## config.mk

```make
export PLATFORM = sky130hd
export DESIGN_NAME = uart_tx_sequencer
export DESIGN_NICKNAME = d
export VERILOG_FILES = /design/src/rtl/uart_pkg.sv /design/src/rtl/uart_tx_sequencer.sv
export SDC_FILE = /design/constraint.sdc
export NUM_CORES = 1
export LEC_CHECK = 0
export ABC_AREA = 0
export BUFFER_PORTS_ARGS = -buffer_cell sky130_fd_sc_hd__buf_2
export CAP_MARGIN = 20
export CORE_ASPECT_RATIO = 0.7
export CORE_UTILIZATION = 47
export CTS_CLUSTER_DIAMETER = 120
export DETAILED_ROUTE_END_ITERATION = 7
export PLACE_DENSITY = 0.89
export SETUP_SLACK_MARGIN = 0.1
export SLEW_MARGIN = 20
export SYNTH_ARGS = -nofsm -noshare
export SYNTH_HDL_FRONTEND = slang
export SYNTH_SLANG_ARGS = --single-unit
```

## constraint.sdc

```tcl
create_clock -name clk -period 2.8 [get_ports clk]
set_input_delay 0.42 -clock clk [delete_from_list [all_inputs] [get_ports clk]]
set_output_delay 0.42 -clock clk [all_outputs]
set_load 0.05 [all_outputs]
```

## src/rtl/uart_pkg.sv

```systemverilog
// Shared definitions for the UART TX channel.
//   tx_seq_state_t : sequencer FSM states
//   UART_CNT_LSB/MSB : position of the 2-bit byte count in a packed TX word
//   UART_PAYLOAD_W   : width of the packed payload, LSB byte first
package uart_pkg;

  typedef enum logic [1:0] {
    StIdle,
    StFetch,
    StLoad,
    StSend
  } tx_seq_state_t;

  localparam int unsigned UART_CNT_LSB   = 26;
  localparam int unsigned UART_CNT_MSB   = 27;
  localparam int unsigned UART_PAYLOAD_W = 24;

endpackage

```

## src/rtl/uart_tx_sequencer.sv

```systemverilog
// Moves packed TX words from the TX FIFO into the unpacking register and streams the
// resulting bytes into the UART transmitter.
//   clk, rst          : clock, synchronous active-high reset
//   enable, flush     : allow new fetches; one-cycle abort of the current word
//   fifo_empty/rden/rdata : TX FIFO pop interface (rdata valid FIFO_RD_LAT cycles after rden)
//   reg_wren/din      : load strobe and word to the unpacker
//   reg_rden/dout/valid : unpacker advance strobe, current byte, byte-pending flag
//   tx_valid/data/ready : ready/valid handshake to the transmitter
//   busy, bytes_sent  : status (not IDLE; count of accepted bytes, wrapping)
module uart_tx_sequencer
  import uart_pkg::*;
#(
  parameter int unsigned FIFO_RD_LAT = 1,
  parameter int unsigned CNT_W       = 16
) (
  input  logic             clk,
  input  logic             rst,
  input  logic             enable,
  input  logic             flush,
  input  logic             fifo_empty,
  output logic             fifo_rden,
  input  logic [31:0]      fifo_rdata,
  output logic             reg_wren,
  output logic [31:0]      reg_din,
  output logic             reg_rden,
  input  logic [7:0]       reg_dout,
  input  logic             reg_valid,
  output logic             tx_valid,
  output logic [7:0]       tx_data,
  input  logic             tx_ready,
  output logic             busy,
  output logic [CNT_W-1:0] bytes_sent
);

  localparam int unsigned     LatW    = (FIFO_RD_LAT > 1) ? $clog2(FIFO_RD_LAT) : 1;
  localparam logic [LatW-1:0] LatLast = LatW'(FIFO_RD_LAT - 1);

  tx_seq_state_t    r_state;
  logic [LatW-1:0]  r_lat_cnt;
  logic             r_drop;     // flush arrived in an earlier FETCH cycle
  logic [31:0]      r_din;
  logic [CNT_W-1:0] r_cnt;

  logic w_can_fetch;
  logic w_in_send;
  logic w_hs;
  logic w_word_done;

  assign w_can_fetch = enable && !fifo_empty;
  assign w_in_send   = (r_state == StSend);
  assign w_hs        = w_in_send && reg_valid && tx_ready;
  assign w_word_done = w_in_send && !reg_valid;

  // Pop is combinational so it coincides with the transition into FETCH.
  always_comb begin
    fifo_rden = 1'b0;
    if (!rst && w_can_fetch) begin
      if (r_state == StIdle) begin
        fifo_rden = 1'b1;
      end else if (w_word_done && !flush) begin
        fifo_rden = 1'b1;
      end
    end
  end

  always_ff @(posedge clk) begin
    if (rst) begin
      r_state   <= StIdle;
      r_lat_cnt <= '0;
      r_drop    <= 1'b0;
      r_din     <= '0;
      r_cnt     <= '0;
    end else begin
      if (w_hs) begin
        r_cnt <= r_cnt + 1'b1;
      end
      unique case (r_state)
        StIdle: begin
          if (fifo_rden) begin
            r_state   <= StFetch;
            r_lat_cnt <= LatLast;
            r_drop    <= 1'b0;
          end
        end
        StFetch: begin
          if (r_lat_cnt == '0) begin
            // The in-flight word is always captured; a flush only skips the load.
            r_din   <= fifo_rdata;
            r_state <= (r_drop || flush) ? StIdle : StLoad;
            r_drop  <= 1'b0;
          end else begin
            r_lat_cnt <= r_lat_cnt - 1'b1;
            if (flush) begin
              r_drop <= 1'b1;
            end
          end
        end
        StLoad: begin
          r_state <= flush ? StIdle : StSend;
        end
        StSend: begin
          if (flush) begin
            r_state <= StIdle;
          end else if (w_word_done) begin
            if (fifo_rden) begin
              r_state   <= StFetch;
              r_lat_cnt <= LatLast;
              r_drop    <= 1'b0;
            end else begin
              r_state <= StIdle;
            end
          end
        end
        default: r_state <= StIdle;
      endcase
    end
  end

  assign reg_wren   = (r_state == StLoad);
  assign reg_rden   = w_hs;
  assign reg_din    = r_din;
  // Gating by state keeps stale unpacker contents off the line after reset or flush.
  assign tx_valid   = w_in_send && reg_valid;
  assign tx_data    = w_in_send ? reg_dout : 8'h00;
  assign busy       = (r_state != StIdle);
  assign bytes_sent = r_cnt;

endmodule

```

* Word-level counts from Yosys, hierarchy flattened
Cells that the tools add are included.
** Word-level totals
- Register bits :: 52
- Input bits :: 47
- Output and inout port bits :: 61
- Word-level logic and storage cells :: 58
** Operators by class
- Add/subtract/negate cells :: 2
- Eq/ne operators :: 9
- Muxes and demuxes :: 23
- Bitwise gates (word level) :: 1
- Reductions and logical operators :: 18
** Operators with widths (count)
- $add A16 B1 Y16 const B :: 1
- $mux W1 :: 13
- $mux W2 :: 6
- $mux W8 :: 1
- $pmux W2 S4 :: 1
- $logic_and A1 B1 Y1 :: 6
- $ne A2 B2 Y1 const B :: 3
- $pmux W1 S3 :: 2
- $reduce_and A3 Y1 :: 2
- $eq A2 B2 Y1 const B :: 2
- $logic_not A1 Y1 :: 4
- $reduce_and A4 Y1 :: 1
- $ne A3 B2 Y1 const B :: 1
- $ne A3 B3 Y1 const B :: 1
- $reduce_bool A3 Y1 :: 1
- $eq A2 B1 Y1 const B :: 1
- $logic_not A2 Y1 :: 1
- $ne A2 B1 Y1 const B :: 1
- $reduce_and A2 Y1 :: 1
- $reduce_bool A2 Y1 :: 1
- $logic_or A1 B1 Y1 :: 1
- $not A1 Y1 :: 1
- $sub A1 B1 Y1 const B :: 1

* Longest topological paths before layout
Gate-level depths: netlist of run 1.
- Depth after elaboration :: 10
- Gate-level depth with buffers :: 7
- Gate-level depth less buffers :: 5

* Worst setup path after synthesis of run 1
No wires, ideal clock.
- Kind :: flip-flop to flip-flop
- Start :: register r_cnt[3], in the netlist bytes_sent[3]
- End :: register r_cnt[15], in the netlist bytes_sent[15]
- Setup time :: 0.070 ns
- Data arrival time :: 1.903 ns
- Data required time :: 2.730 ns
- Slack :: 0.826 ns
- Cell stages (with the launch flop) :: 5
- Buffers on the path :: 0
- Cell sequence :: dfxtp_1 -> nand2_1 -> or3_4 -> or4_1 -> a21oi_1
** Between the ends
- Cells in the longest elaborated chain, start to end :: 1
** Ends and longest elaborated chain
- from (decl) :: line uart_tx_sequencer.sv:42 : logic [CNT_W-1:0] r_cnt;
- from (signal assigned) :: line uart_tx_sequencer.sv:75 : r_cnt <= r_cnt + 1'b1;
- $add A16 B1 Y16 :: line uart_tx_sequencer.sv:75
Every way passes these cells.
A chain may end at the register's enable or synchronous reset.

* Worst setup path in the final report of run 1
- Start :: register r_state[1]
- End :: output reg_rden
** Between the ends
- Cells in the longest elaborated chain, start to end :: 3
** Ends and longest elaborated chain
- from (decl) :: line uart_tx_sequencer.sv:38 : tx_seq_state_t r_state;
- from (signal assigned) :: line uart_tx_sequencer.sv:68 : r_state <= StIdle;
- from (signal assigned) :: line uart_tx_sequencer.sv:80 : r_state <= StFetch;
- from (signal assigned) :: line uart_tx_sequencer.sv:89 : r_state <= (r_drop || flush) ? StIdle : StLoad;
- $eq A2 B2 Y1 :: line uart_tx_sequencer.sv:50 : assign w_in_send = (r_state == StSend);
- $logic_and A1 B1 Y1 (2 in series) :: line uart_tx_sequencer.sv:51 : assign w_hs = w_in_send && reg_valid && tx_ready;
- to (decl) :: line uart_tx_sequencer.sv:25 : output logic reg_rden,
Every way passes these cells.

==> impl_metrics.json, run 1 <==
{
  "grt_use_met3_pct": 6.99,
  "slowest_delay_ns": 0.62,
  "yosysSeqAreaShare_pct": 50.0,
  "fill_cells": 331,
  "drc": 0,
  "grt_use_met2_pct": 34.6,
  "layout-drive-gt1-share_pct": 34.3,
  "cp_top_family": "flip-flops",
  "core_area_um2": 3990,
  "clockRootBuffer": "clkbuf_8",
  "cellPowerDensity_nw_per_um2": 489,
  "syn_to_final_growth_pct": 32.2,
  "postRouteAntennaNets": 0,
  "tritoncts": "yes",
  "synth_area_um2": 2000,
  "ctsHoldBuffers": 0,
  "antenna_found_initial": 0,
  "post_cts_buffers": 0,
  "status": "completed",
  "worstMarginPinSlew_ns": 1.03,
  "antenna_cells": 0,
  "die_x_um": 80.0,
  "io_buffers": 107,
  "wl_per_cell_um": 11.7,
  "start_kind": "register",
  "p_leak_nw": 1.23,
  "vias": 2032,
  "dp_hpwl_mm": 3.41,
  "cts_buffers": 5,
  "nets": 400,
  "grt_pass1_wl_mm": 7.45,
  "syn_nets": 301,
  "grt_max_degree": 51,
  "finalWirelength_mm": 4.73,
  "hp-class": "input port to register",
  "synth.area.top_cells": "dfxtp_1, nand2_1, a21oi_1",
  "holdWs_ns": 0.316,
  "crit_type": "register to output port",
  "ys_seq_elements": 50,
  "critical_path_arrival_ns": 1.81,
  "overflow": 0,
  "synth.avg_cell_area_um2": 7.92,
  "drt_iter0_drc": 64,
  "final_common_cell": "buf_2",
  "cts_max_level": 2,
  "synth.distinct_cells": 28,
  "seq_area_um2": 1000,
  "yosysWarnings": 0,
  "cts.sinks": 50,
  "grt_pass1_vias": 1700,
  "path_cells": "nand4_2 > inv_1 > buf_2",
  "endpoint_kind": "output port",
  "synth_area_leader_cell": "dfxtp_1",
  "cp.required_ns": 2.38,
  "grt_use_total_pct": 21.0,
  "hold_viol": 0,
  "rsz0062_at_grt": "no",
  "die_h_um": 56.6,
  "synth_top_area_share_pct": 50.0,
  "multi_input_area_um2": 921,
  "final_cell_mix": "buf_2, nand2_1, dfxtp_1",
  "rows": 19,
  "drtPass1Iterations": 4,
  "slew_viol_final": 0,
  "netlist_instances": 253,
  "start_util_pct": 50.2,
  "skew_ns": 0.00963,
  "ctsResizeCount": 0,
  "cts_buffer_depth": 2,
  "gp_congestion": 0.815,
  "finalNonFillerCells": 405,
  "grt_use_met1_pct": 27.3,
  "crit_slowest_cell": "dfxtp_1",
  "place_inst": 397,
  "tns_ns": 0,
  "ir_drop_mv": 0.347,
  "pin_count": 108,
  "period_share_pct": 79.8,
  "slew-limit-headroom_pct": 31.2,
  "path_clk_slew_ns": 0.09,
  "fmax_ghz": 0.448,
  "setup_viol": 0,
  "maxCapViolCount": 0,
  "clkLatencyLatePin_ns": 0.30,
  "crit_buf_inv": 2,
  "finalCriticalPeriod_ns": 2.23,
  "viasPerCell": 5.02,
  "top_usage_layer": "met2",
  "worstPathMaxFanout": 18,
  "dieArea_um2": 4530
}
[area by class of cell]
| cell class | instances | share of cell area, % |
|---|---|---|
| clock buffers | 6 | 3.12 |
| clock inverters | 2 | 0.473 |
| inverters | 4 | 0.567 |
| multi-input cells | 182 | 34.8 |
| flip-flops and latches | 50 | 37.8 |
| well taps | 52 | 2.46 |
| repair buffers | 109 | 20.8 |
[flip-flops by register name, indices dropped and copies added, names as in the netlist]
signal,count
r_state,2
reg_din,32
bytes_sent,16
[worst paths after layout]
path | from | to | slack [ns] | cells after the start
worst max-delay path | r_state[1] | reg_rden | 0.57 | 3
worst min-delay path | flush | r_state[1] | 0.32 | 2
worst max register to register | r_state[1] | bytes_sent[15] | 0.63 | 4
worst min register to register | reg_din[6] | reg_din[6] | 0.46 | 2
[Yosys cell counts]
master    number
a21oi_1       41
and2_1         1
and3_1         9
and4_1         1
buf_2          1
buf_4          1
clkbuf_1      15
dfxtp_1       50
ha_1           1
inv_1          4
nand2_1       71
nand3_1        5
nand4_1        4
nand4_2        1
nor2_1        11
nor2b_1        2
nor3_1         2
nor3b_1        1
nor4_1         5
o21a_1         1
o21ai_0        7
o31ai_1        1
or2b_1         1
or3_1          5
or3_4          2
or4_1          1
xnor2_1        7
xor2_1         2
[routing by layer]
| metal | routed length, um | share of wire (%) | up-vias |
|---|---|---|---|
| li1 | - | - | 1048 |
| met1 | 2190 | 46 | 911 |
| met2 | 2150 | 45 | 70 |
| met3 | 377 | 8.0 | 3 |
| met4 | 12 | 0.25 | 0 |
| met5 | 0 | 0 | - |
[cells by family after synthesis]
| kind of cell | share of synthesized area, % |
|---|---|
| compound gates | 12.7 |
| xor+xnor | 3.94 |
| fa+ha+maj | 0.625 |
| buf+inv | 4.18 |
| flops | 50.0 |
| simple gates | 28.5 |
[worst register-to-register path, delay by kind of cell, from the launching register on]
| kind | cells | cell delay (ns) |
|---|---|---|
| simple gates | 3 | 1.34 |
| flops | 1 | 0.62 |
| compound gates | 1 | 0.14 |
[report_power, final]
part / internal, mW / switching [mW]
clock network: 0.199 / 0.228
registers: 0.723 / 0.00806
logic: 0.0434 / 0.0933
total: 0.966 / 0.330
[through the flow]
stage,utilization [%],total power [mW],setup WS (ns),area (um2)
floorplan,-,0.832,0.826,2000
global placement,63.9,0.883,0.762,2550
detailed placement,63.9,0.886,0.675,2550
CTS,66.3,1.31,0.574,2650
global route,66.3,1.36,0.425,2650
finish,66.3,1.30,0.566,2650
Power figures use the tool's default switching activity.
==> run 2: changes to the inputs <==
- ABC_AREA: 0 -> 1
- CORE_UTILIZATION: 47 -> 41
- PLACE_DENSITY: 0.89 -> 0.82
- clock period: 2.8 -> 2 ns (I/O delays scaled with it)
==> run 2 against run 1 <==
  * Clock skew shrank 0.0027 ns
  * Sequential power grew 49%
  * Synthesized cell count grew 21%
  * Critical path type unchanged
  * Largest power group unchanged
==> impl_metrics.json, run 2 <==
{
  "worstPathMaxFanout": 10,
  "drtPass1Iterations": 4,
  "gp_congestion": 0.794,
  "reg2reg_setup_slack_ns": 0.48,
  "ys_seq_elements": 50,
  "fmax_ghz": 0.581,
  "finalCriticalPeriod_ns": 1.72,
  "crit_slowest_cell": "dfxtp_2",
  "die_h_um": 62.8,
  "final_cell_mix": "buf_2, nor2_1, dfxtp_1",
  "holdWs_ns": 0.220,
  "setup_viol": 0,
  "final_common_cell": "buf_2",
  "yosysSeqAreaShare_pct": 46.3,
  "grt_max_degree": 45,
  "synthFlopType": "dfxtp_1",
  "placed_cell_area_um2": 2740,
  "maxCapViolCount": 0,
  "ctsResizeCount": 0,
  "synthTopCellsByCount": "nor2_1, dfxtp_1, nand2_1",
  "cts.sinks": 50,
  "largest_reg_flops": 32,
  "drc": 0,
  "cp-startpoint": "r_state[1]",
  "tritoncts": "yes",
  "rsz0062_at_grt": "no",
  "pin_count": 108,
  "crit_type": "register to output port",
  "cts_buffer_depth": 2,
  "synth.avg_cell_area_um2": 7.07,
  "synth_top_area_share_pct": 46.3,
  "crit_buf_inv": 3,
  "post_cts_buffers": 0,
  "cts_buffers": 5,
  "syn_to_final_growth_pct": 30.4,
  "fin_area_um2": 2820,
  "fin_util_pct": 57.4,
  "synthArstFlopShare_pct": 0,
  "period_share_pct": 86.0,
  "status": "completed",
  "layout-drive-gt1-share_pct": 31.4,
  "grt_pass1_vias": 1996,
  "synth.distinct_cells": 22,
  "rows": 21,
  "slew_viol_final": 0,
  "clockRootBuffer": "clkbuf_8",
  "synth_edf_count": 0,
  "endpoint_kind": "output port",
  "cp.required_ns": 1.70,
  "p_leak_nw": 1.55,
  "start_util_pct": 44.0,
  "ctsHoldBuffers": 0,
  "overflow": 0,
  "drt_iter0_drc": 105,
  "critical_path_arrival_ns": 1.42,
  "core_area_um2": 4910,
  "die_x_um": 88.8,
  "antenna_found_initial": 0,
  "worstMarginPinSlew_ns": 0.993,
  "dieArea_um2": 5570,
  "dp_hpwl_mm": 3.61,
  "yosysWarnings": 0,
  "grt_use_total_pct": 19.4,
  "p_total_mw": 2.10,
  "postRouteAntennaNets": 0,
  "cp_top_family": "flip-flops",
  "skew_ns": 0.00696,
  "ir_drop_mv": 0.348,
  "grt_pass1_wl_mm": 8.45,
  "hold_start": "fifo_rdata[20]",
  "netlist_instances": 306,
  "hold_viol": 0,
  "synth_area_leader_cell": "dfxtp_1",
  "cts_max_level": 2,
  "finalWirelength_mm": 5.07,
  "nets": 459,
  "reg2reg_from": "bytes_sent[0]",
  "io_buffers": 107,
  "wl_per_cell_um": 10.6,
  "start_kind": "register",
  "slew-limit-headroom_pct": 33.7,
  "tns_ns": 0,
  "syn_nets": 354,
  "hp-class": "input port to register",
  "antenna_cells": 0,
  "viasPerCell": 4.63,
  "path_clk_slew_ns": 0.09,
  "synth_area_um2": 2160,
  "vias": 2224,
  "slowest_delay_ns": 0.42,
  "cellPowerDensity_nw_per_um2": 746,
  "path_cells": "nand2_2 > inv_1 > nand2_1 > nand2_1 > nand3_1 > inv_1 > buf_2",
  "synth.most_common_cell": "nor2_1",
  "synth.area.top_cells": "dfxtp_1, nor2_1, o21ai_0",
  "clkLatencyLatePin_ns": 0.30
}
run 2: kinds of logic after synthesis:
group           synth area share [%]
compound gates                  11.7
xor+xnor                        1.22
fa+ha+maj                      0.579
buf+inv                         8.62
flops                           46.3
simple gates                    31.6
run 2: worst paths after layout:
check | cells past startpoint | endpoint
min reg2reg | 1 | bytes_sent[3]
max reg2reg | 9 | bytes_sent[14]
max | 7 | fifo_rden
min | 3 | reg_din[20]
run 2: per-stage QoR:
step / setup slack (ns) / std cells
final: 0.280 / 480
after global routing: 0.152 / 480
after CTS: 0.148 / 480
after detailed placement: 0.404 / 473
after global placement: 0.473 / 473
after floorplan: 0.285 / 306
run 2: worst reg2reg max path, cell delays in order, from the launching register on:
cell     delay [ns]
dfxtp_1        0.43
ha_1           0.26
inv_1          0.06
nor2_1         0.16
nand2_1        0.14
nor2_4         0.18
nand2_1        0.08
nand2_1        0.06
nand2_1        0.04
nor2_1         0.07
run 2: where the power goes:
| group | total (mW) | internal, mW | leakage (nW) | switching [mW] |
|---|---|---|---|---|
| logic | 0.456 | 0.114 | 1.10 | 0.342 |
| registers | 1.09 | 1.05 | 0.407 | 0.0305 |
| clock network | 0.562 | 0.242 | 0.0444 | 0.320 |
run 2: metal layers:
layer	global-route usage [%]	up-vias	part of all wire (%)
li1	-	1157	-
met1	25.2	984	49
met2	31.2	76	42
met3	4.62	7	7.5
met4	7.26	0	1.3
met5	0	-	0
run 2: area by class of cell:
type                            count  area (um2)
Clock buffer                        5        68.8
Clock inverter                      2        13.8
Fill cell                         470        2090
Inverter                           32         120
Multi-Input combinational cell    213         977
Sequential cell                    50        1000
Tap cell                           69        86.3
Timing Repair Buffer              109         551
